### config.mk
export PLATFORM = sky130hd
export DESIGN_NAME = load_search_scheduler
export DESIGN_NICKNAME = d
export VERILOG_FILES = /design/src/rtl/load_search_scheduler.sv
export SDC_FILE = /design/constraint.sdc
export NUM_CORES = 1
export LEC_CHECK = 0
export CAP_MARGIN = 5
export CORE_ASPECT_RATIO = 0.9
export CORE_MARGIN = 4
export CORE_UTILIZATION = 40
export CTS_CLUSTER_SIZE = 16
export DETAILED_ROUTE_END_ITERATION = 7
export PLACE_DENSITY = 0.64
export SYNTH_ARGS = -nofsm -noshare
export SYNTH_HDL_FRONTEND = slang
export SYNTH_SLANG_ARGS = --single-unit
### constraint.sdc
create_clock -name clk -period 5.45 [get_ports clk]
set_input_delay 1.635 -clock clk [delete_from_list [all_inputs] [get_ports clk]]
set_output_delay 1.635 -clock clk [all_outputs]
set_load 0.03 [all_outputs]
### src/rtl/load_search_scheduler.sv
// load_search_scheduler
//   Picks the oldest eligible load each cycle and presents it to the
//   load/store dependence checker. On the following cycle the verdict is
//   applied: issue to L1, forward from a store, or sleep until the store
//   queue changes.
//   Optional build macro: LOAD_SEARCH_PERF_EN adds saturating 32-bit
//   verdict counters (perf_fwd_count, perf_sleep_count, perf_mem_count).
//
//   state     | meaning
//   ----------+-----------------------------------------------------------
//   ST_READY  | free to be searched once the load has a valid address
//   ST_SEARCH | presented to the checker this cycle, verdict pending
//   ST_SLEEP  | blocked by an older store without data, waits for stq_wake
//   ST_DONE   | issued to L1 or forwarded; idle until deallocated
module load_search_scheduler #(
   parameter int LDQ_SIZE = 8,
   parameter int STQ_SIZE = 8
) (
   input  logic                        clk,
   input  logic                        reset,
   input  logic [LDQ_SIZE-1:0]         ldq_valid,
   input  logic [LDQ_SIZE-1:0]         ldq_address_valid,
   input  logic [$clog2(LDQ_SIZE)-1:0] ldq_head,
   input  logic                        stq_wake,
   output logic                        search_valid,
   output logic [$clog2(LDQ_SIZE)-1:0] search_index,
   input  logic                        chk_kill_mem_req,
   input  logic                        chk_forward,
   input  logic [$clog2(STQ_SIZE)-1:0] chk_stq_index,
   output logic                        mem_req_valid,
   output logic [$clog2(LDQ_SIZE)-1:0] mem_req_index,
   input  logic                        mem_req_ready,
   output logic                        fwd_valid,
   output logic [$clog2(LDQ_SIZE)-1:0] fwd_ldq_index,
   output logic [$clog2(STQ_SIZE)-1:0] fwd_stq_index
`ifdef LOAD_SEARCH_PERF_EN
   ,
   output logic [31:0]                 perf_fwd_count,
   output logic [31:0]                 perf_sleep_count,
   output logic [31:0]                 perf_mem_count
`endif
);

   localparam int LW = $clog2(LDQ_SIZE);

   typedef enum logic [1:0] {
      ST_READY  = 2'd0,
      ST_SEARCH = 2'd1,
      ST_SLEEP  = 2'd2,
      ST_DONE   = 2'd3
   } ld_state_t;

   ld_state_t         ld_state [LDQ_SIZE];
   logic [LDQ_SIZE-1:0] eligible;
   logic              pick_found;
   logic [LW-1:0]     pick_index;
   logic [LW-1:0]     cand;
   logic              verdict_live;
   logic              v_mem;
   logic              v_fwd;
   logic              v_sleep;
   logic              mem_busy;
   logic              v_mem_issue;
   logic              v_mem_retry;
   logic              start;

   // Eligible loads and the oldest one relative to the queue head.
   always_comb begin
      eligible   = '0;
      pick_found = 1'b0;
      pick_index = '0;
      cand       = '0;
      for (int i = 0; i < LDQ_SIZE; i++) begin
         eligible[i] = ldq_valid[i] & ldq_address_valid[i] & (ld_state[i] == ST_READY);
      end
      // Walk from youngest age to oldest so the smallest age wins.
      for (int a = LDQ_SIZE - 1; a >= 0; a--) begin
         cand = ldq_head + LW'(a);
         if (eligible[cand]) begin
            pick_found = 1'b1;
            pick_index = cand;
         end
      end
   end

   // Verdict decode for the load under search; a deallocated load's verdict is dropped.
   always_comb begin
      verdict_live = search_valid & ldq_valid[search_index];
      v_mem        = verdict_live & ~chk_kill_mem_req;
      v_fwd        = verdict_live & chk_kill_mem_req & chk_forward;
      v_sleep      = verdict_live & chk_kill_mem_req & ~chk_forward;
      // The request register stays occupied next cycle only if a live request is refused.
      mem_busy     = mem_req_valid & ldq_valid[mem_req_index] & ~mem_req_ready;
      // An issue verdict that finds the request port still held goes back to READY and retries.
      v_mem_issue  = v_mem & ~mem_busy;
      v_mem_retry  = v_mem & mem_busy;
      start        = pick_found & ~mem_busy;
   end

   // Search launch, verdict application and per-load state tracking.
   always_ff @(posedge clk) begin
      if (reset) begin
         search_valid  <= 1'b0;
         search_index  <= '0;
         mem_req_valid <= 1'b0;
         mem_req_index <= '0;
         fwd_valid     <= 1'b0;
         fwd_ldq_index <= '0;
         fwd_stq_index <= '0;
         for (int i = 0; i < LDQ_SIZE; i++) ld_state[i] <= ST_READY;
      end else begin
         search_valid <= start;
         if (start) search_index <= pick_index;

         fwd_valid <= v_fwd;
         if (v_fwd) begin
            fwd_ldq_index <= search_index;
            fwd_stq_index <= chk_stq_index;
         end

         if (v_mem_issue) begin
            mem_req_valid <= 1'b1;
            mem_req_index <= search_index;
         end else if (!mem_busy) begin
            mem_req_valid <= 1'b0;
         end

         // Later assignments take priority: wake, verdict, new search, dealloc.
         for (int i = 0; i < LDQ_SIZE; i++) begin
            if (stq_wake && ld_state[i] == ST_SLEEP) ld_state[i] <= ST_READY;
            if (verdict_live && search_index == LW'(i)) begin
               if (v_sleep)          ld_state[i] <= stq_wake ? ST_READY : ST_SLEEP;
               else if (v_mem_retry) ld_state[i] <= ST_READY;
               else                  ld_state[i] <= ST_DONE;
            end
            if (start && pick_index == LW'(i)) ld_state[i] <= ST_SEARCH;
            if (!ldq_valid[i]) ld_state[i] <= ST_READY;
         end
      end
   end

`ifdef LOAD_SEARCH_PERF_EN
   // Saturating verdict counters; only verdicts that take effect are counted.
   always_ff @(posedge clk) begin
      if (reset) begin
         perf_fwd_count   <= '0;
         perf_sleep_count <= '0;
         perf_mem_count   <= '0;
      end else begin
         if (v_fwd && perf_fwd_count != 32'hFFFF_FFFF)
            perf_fwd_count <= perf_fwd_count + 32'd1;
         if (v_sleep && perf_sleep_count != 32'hFFFF_FFFF)
            perf_sleep_count <= perf_sleep_count + 32'd1;
         if (v_mem_issue && perf_mem_count != 32'hFFFF_FFFF)
            perf_mem_count <= perf_mem_count + 32'd1;
      end
   end
`endif

endmodule
==> results of run 1 <==
-- power breakdown --
part           internal (W)  total (W)  leakage (nW)  switching [W]
clock             0.0000906   0.000174        0.0395      0.0000834
combinational      0.000177   0.000425         0.901       0.000248
sequential         0.000278   0.000314         0.302      0.0000360
-- flip-flops by register name, indices dropped and copies added (netlist names) --
signal / count
fwd_valid: 1
search_valid: 1
search_index: 3
fwd_ldq_index: 3
mem_req_index: 3
ld_state: 16
mem_req_valid: 1
fwd_stq_index: 3
-- layout by cell type (no fill, tap or decap), types with 6 or more instances in the layout --
cell             instances
and3b_1                  6
clkdlybuf4s50_1         42
nand3_1                  6
a21oi_1                 14
nor4b_1                  8
mux2i_1                 17
buf_4                   11
nor3_1                   6
nand2_1                 20
edfxtp_1                16
o31ai_1                 10
o22ai_1                  6
nor2_1                  23
dfxtp_1                 15
mux4_2                   9
-- metrics by stage --
stage,hold WS [ps],utilization (%),std cells,instance area (um^2),setup slack [ps]
floorplan,635.3,-,308,3044,778.5
global placement,472.1,48.90,435,3531,191.8
detailed placement,487.2,48.90,435,3531,166.3
CTS,507.1,50.01,443,3611,455.3
global route,538.2,50.01,443,3611,178.5
finish,498.7,50.01,443,3611,404.1
-- metal layers --
metal  wire [um]  global-route usage (%)  vias to the layer above
met2        4105                   29.78                      172
li1            -                       -                     1349
met1        4361                   32.24                     1449
met4         163                   5.233                        0
met3         864                   3.166                       17
met5           0                       0                        -
-- critical path: cells and delay by family --
kind,cells,cell delay (ps)
compound gates,4,1090
buf+inv,3,790
simple gates,3,1140
fa+ha+maj,1,350
-- logic make-up (layout without fill, tap and decap cells) --
kind of cell               after synthesis  in the layout
muxes                                   33             33
xor gates and xnor gates                 3              3
AOI/OAI and AO/OA                       94             94
buffers and inverters                   27             69
and+or+nand+nor                        118            118
DFF                                     31             31
adders and majority gates                2              2
-- worst min path at each step --
stage                     startpoint               end  slack (ps)  depth (start not counted)
floorplan           fwd_ldq_index[0]  fwd_ldq_index[0]         640                          2
global placement    fwd_stq_index[2]  fwd_stq_index[2]         470                          2
detailed placement  fwd_ldq_index[1]  fwd_ldq_index[1]         490                          2
CTS                 fwd_ldq_index[1]  fwd_ldq_index[1]         510                          2
global route        fwd_ldq_index[0]  fwd_ldq_index[0]         540                          2
finish              fwd_ldq_index[1]  fwd_ldq_index[1]         500                          2
-- layout make-up --
class                   count  area, um^2  area share [%]
well taps                  93       116.4           3.222
multi-input cells         250        2101           58.18
flip-flops and latches     31       780.7           21.62
inverters                   8       30.03          0.8316
clock buffers               8       80.08           2.218
repair buffers             53       503.0           13.93
==> impl_metrics.ini, run 1 <==
[outcome]
run_status = finished, final reports clean

[timing]
fmax_mhz = 198.2
rsz0062_at_grt = false
finalHoldViolations = 0
slew_headroom_pct = 28.09
worst_slew_pin_slew_ps = 1069
post-route-period-util_pct = 92.59
finalSetupTns_ps = 0
maxSlewViolCount = 0
skew_ps = 4.646
period_minus_slack_ps = 5046
setup_violations = 0

[place]
gp_congestion = 0.9252
dp_hpwl_um = 7275
numPortBuffers = 42

[critical_path]
reg2reg_setup_slack_ps = 2060
critPathKind = in2reg
timing.rr.start = ld_state[0][6]
arrival_ps = 5020
cp-start-kind = input port
end_kind = register
r2r_end = ld_state[0][1]
crit_slowest_cell = nor4_1
required_ps = 5420
endpoint = ld_state[0][7]
setup.worst_path.start = ldq_head[0]
ff2ff_path_depth = 8
cp_slowest_stage_delay_ps = 830
cp_max_fo = 13
crit_path_cell_trace = clkdlybuf4s50_1, inv_2, ha_1, buf_4, nand2b_1, o22a_2, a21oi_1, nor4b_1, a41o_1, nor4_1, a31oi_1

[die]
ioPinCount = 43
die_width_um = 99.96
core_area_um2 = 7221
rows = 29
dieArea_um2 = 9072
dieHeight_um = 90.76
start_util_pct = 42.16

[logic_synthesis]
synth_top_area_share_pct = 15.78
syn_inst = 308
synthArstFlopShare_pct = 0
synth-simple-area-share_pct = 26.72
synthTopCellsByArea = edfxtp_1 16%, dfxtp_1 9.9%, mux4_2 6.7%
syn-cell-area_um2 = 3044
ys_types = 72
ys_seq_elements = 31
synth_nets = 338
synth_ff_type = edfxtp_1
synth_top_family_by_area = simple AND/OR/NAND/NOR gates
synth_xor_area_share_pct = 0.8631
yosysWarnings = 0
synth_edf_count = 16
ys_seq_area_share_pct = 25.65
synth_compound_area_share_pct = 23.67
synth.most_common_cell = nor2_1
synth_largest_area_cell = edfxtp_1
synth_common_cells = 23 x nor2_1, 20 x nand2_1, 17 x mux2i_1
synthMuxAreaShare_pct = 16.93
synth.avg_cell_area_um2 = 9.884
synthAdderAreaFrac_pct = 0.8220

[pwr]
ir_worst_vdd_mv = 0.1547
powerDensity_nw_per_um2 = 252.9
power_leakage_nw = 1.242
power.total_w = 0.0009132

[global_route]
antenna_found_initial = 0
grt_max_degree = 18
grt_pass1_vias = 2773
grt_pass1_wl_um = 15120
grt-ovfl-total = 0
grt_usage_pct = 20.82

[cts]
htreeDepth = 2
ctsResizeCount = 0
hold_buffers = 0
post-cts-setup-buffers = 0
max-clock-path-buffers = 2
cts-root-buf = clkbuf_8
cts_sinks = 31
cts.clk_slew.worst_paths_ps = 60
cts_tree = done
numCtsBuffers = 5
clk-insertion-delay-late_ps = 280

[drt]
via_per_inst = 6.743
routed_wirelength_um = 9493
wire_per_inst_um = 21.43
drc = 0
first_iter_violations = 299
drt_first_pass_iters = 5
ant_nets = 0
vias = 2987

[cells_and_area]
nFillCells = 683
drive_gt1_share_pct = 14.00
fin_nets = 379
area_growth_pct = 18.62
insertedDiodeCount = 0

[run]
cap_violations = 0

[hold_path]
hold_path_class = reg2reg
(Power assumes the default switching activity.)
==> run 2, diff against run 1 <==
--- a/config.mk
+++ b/config.mk
@@ -9,9 +9,10 @@
 export CORE_ASPECT_RATIO = 0.9
 export CORE_MARGIN = 4
 export CORE_UTILIZATION = 40
-export CTS_CLUSTER_SIZE = 16
+export CTS_CLUSTER_SIZE = 10
 export DETAILED_ROUTE_END_ITERATION = 7
 export PLACE_DENSITY = 0.64
+export SKIP_CTS_REPAIR_TIMING = 1
 export SYNTH_ARGS = -nofsm -noshare
 export SYNTH_HDL_FRONTEND = slang
 export SYNTH_SLANG_ARGS = --single-unit
==> results of run 2 <==
Same layout as run 1: the final DEF is identical, and so are final timing and power.
==> run 3, diff against run 2 <==
--- a/config.mk
+++ b/config.mk
@@ -11,7 +11,7 @@
 export CORE_UTILIZATION = 40
 export CTS_CLUSTER_SIZE = 10
 export DETAILED_ROUTE_END_ITERATION = 7
-export PLACE_DENSITY = 0.64
+export PLACE_DENSITY = 0.6
 export SKIP_CTS_REPAIR_TIMING = 1
 export SYNTH_ARGS = -nofsm -noshare
 export SYNTH_HDL_FRONTEND = slang
==> run 3 against run 2 <==
Against the previous run:
- non-clock buffer count grew 5
- sequential cell count is the same
- sequential share of layout area shrank 0.29 points
- clock skew grew 7.4 ps
- largest power group unchanged
- highest routed layer unchanged
==> impl_metrics.ini, run 3 (synthesis gave the netlist of run 1 again) <==
[cts]
clk-insertion-delay-late_ps = 280
numCtsBuffers = 5
max-clock-path-buffers = 2
cts-root-buf = clkbuf_8
cts_tree = done
htreeDepth = 2
cts.clk_slew.worst_paths_ps = 60
cts_sinks = 31

[cells_and_area]
area_growth_pct = 20.22
largest-register = ld_state
nFillCells = 659
final_cell_mix = 42 x clkdlybuf4s50_1, 23 x nor2_1, 20 x nand2_1, 17 x mux2i_1
drive_gt1_share_pct = 15.77
largest_reg_flops = 16
fin_nets = 384
mostFrequentLayoutCell = clkdlybuf4s50_1
insertedDiodeCount = 0

[die]
rows = 29
core_area_um2 = 7221
die_width_um = 99.96
start_util_pct = 42.16
ioPinCount = 43
dieArea_um2 = 9072
dieHeight_um = 90.76

[global_route]
grt_pass1_wl_um = 15480
grt_usage_pct = 21.90
antenna_found_initial = 0
grt-ovfl-total = 0
grt_max_degree = 31
grt_pass1_vias = 2744

[timing]
whs_ps = 498.2
setup_violations = 0
finalSetupTns_ps = 0
slew_headroom_pct = 36.01
fmax_mhz = 201.0
finalHoldViolations = 0
skew_ps = 12.02
maxSlewViolCount = 0
worst_slew_pin_slew_ps = 951.2
rsz0062_at_grt = false
period_minus_slack_ps = 4976
post-route-period-util_pct = 91.30

[critical_path]
cp_slowest_stage_delay_ps = 550
timing.rr.start = ld_state[0][1]
crit_path_cell_trace = clkdlybuf4s50_1, inv_2, ha_1, buf_4, nand2b_1, o22a_2, a21oi_1, nor4b_1, a41o_1, or4_1, o31ai_1
cp-start-kind = input port
critPathKind = in2reg
cp_top_family = compound AO/OA/AOI/OAI gates
arrival_ps = 4900
end_kind = register
crit_slowest_cell = or4_1
cp_max_fo = 7
setup.worst_path.start = ldq_head[0]
required_ps = 5370
crit_buf_inv = 3

[drt]
via_per_inst = 6.618
vias = 2965
drt_first_pass_iters = 5
first_iter_violations = 213
drc = 0
wire_per_inst_um = 22.01
ant_nets = 0
routed_wirelength_um = 9859

[place]
gp_congestion = 1.039
dp_hpwl_um = 7700
numPortBuffers = 42

[outcome]
run_status = finished, final reports clean

[pwr]
p_seq_share_pct = 33.6
p_int_w = 0.0005603
comb_power_share_pct = 46.2
ir_worst_vdd_mv = 0.1617
power_leakage_nw = 1.274
power.share.switching_pct = 39.74
p_switching_w = 0.0003695
clkPwrFrac_pct = 20.2
powerDensity_nw_per_um2 = 254.1

[hold_path]
hold_path_class = reg2reg
hold_start = fwd_stq_index[1]

[run]
cap_violations = 0
-- run 3: cell count changes in the layout (fill, tap and decap cells not counted) --
cell      previous run  this run
buf_4               11        16
clkbuf_1             3         1
clkbuf_8             5         6
clkinv_2             0         1
-- run 3: routing by layer --
layer / track usage, % / share of wire [%] / routed length [um]
met1: 31.65 / 44 / 4375
met2: 33.17 / 44 / 4368
met3: 5.328 / 9.2 / 903
met4: 4.209 / 2.1 / 211
met5: 0 / 0 / 0
-- run 3: layout make-up --
class                   instances  area, um^2  share of cell area, %
inverters                       8       30.03                 0.8205
repair buffers                 58       540.5                  14.77
multi-input cells             250        2101                  57.40
clock inverters                 1       5.005                 0.1368
flip-flops and latches         31       780.7                  21.33
well taps                      93       116.4                  3.179
clock buffers                   7       86.33                  2.359
-- run 3: worst min-delay path, stage by stage (launching register included) --
cell and delay [ps]:
dfxtp_1 330, mux2i_1 70, nor2_1 70
-- run 3: per-stage QoR --
| step | util (%) | instance area, um^2 | cells | setup WS [ps] | total power [W] |
|---|---|---|---|---|---|
| 6_report | 50.68 | 3660 | 448 | 474.1 | 0.0009298 |
| 5_1_grt | 50.68 | 3660 | 448 | 379.0 | 0.0009786 |
| 4_1_cts | 50.68 | 3660 | 448 | 569.7 | 0.0009269 |
| 3_5_place_dp | 49.42 | 3568 | 440 | 281.7 | 0.0007370 |
| 3_3_place_gp | 49.42 | 3568 | 440 | 311.1 | 0.0007384 |
| 2_1_floorplan | - | 3044 | 308 | 778.5 | 0.0006148 |
-- run 3: worst paths after layout --
| path | slack, ps | end | cells past startpoint |
|---|---|---|---|
| max | 470 | ld_state[0][4] | 11 |
| min | 500 | fwd_stq_index[1] | 2 |
| max reg2reg | 2020 | ld_state[0][4] | 7 |
| min reg2reg | 500 | fwd_stq_index[1] | 2 |
-- run 3: power groups by stage --
stage               sequential, W  clock, W  combinational [W]
finish                   0.000312  0.000188           0.000430
global route             0.000318  0.000204           0.000457
CTS                      0.000312  0.000193           0.000422
detailed placement       0.000317         0           0.000420
global placement         0.000317         0           0.000421
floorplan                0.000318         0           0.000297
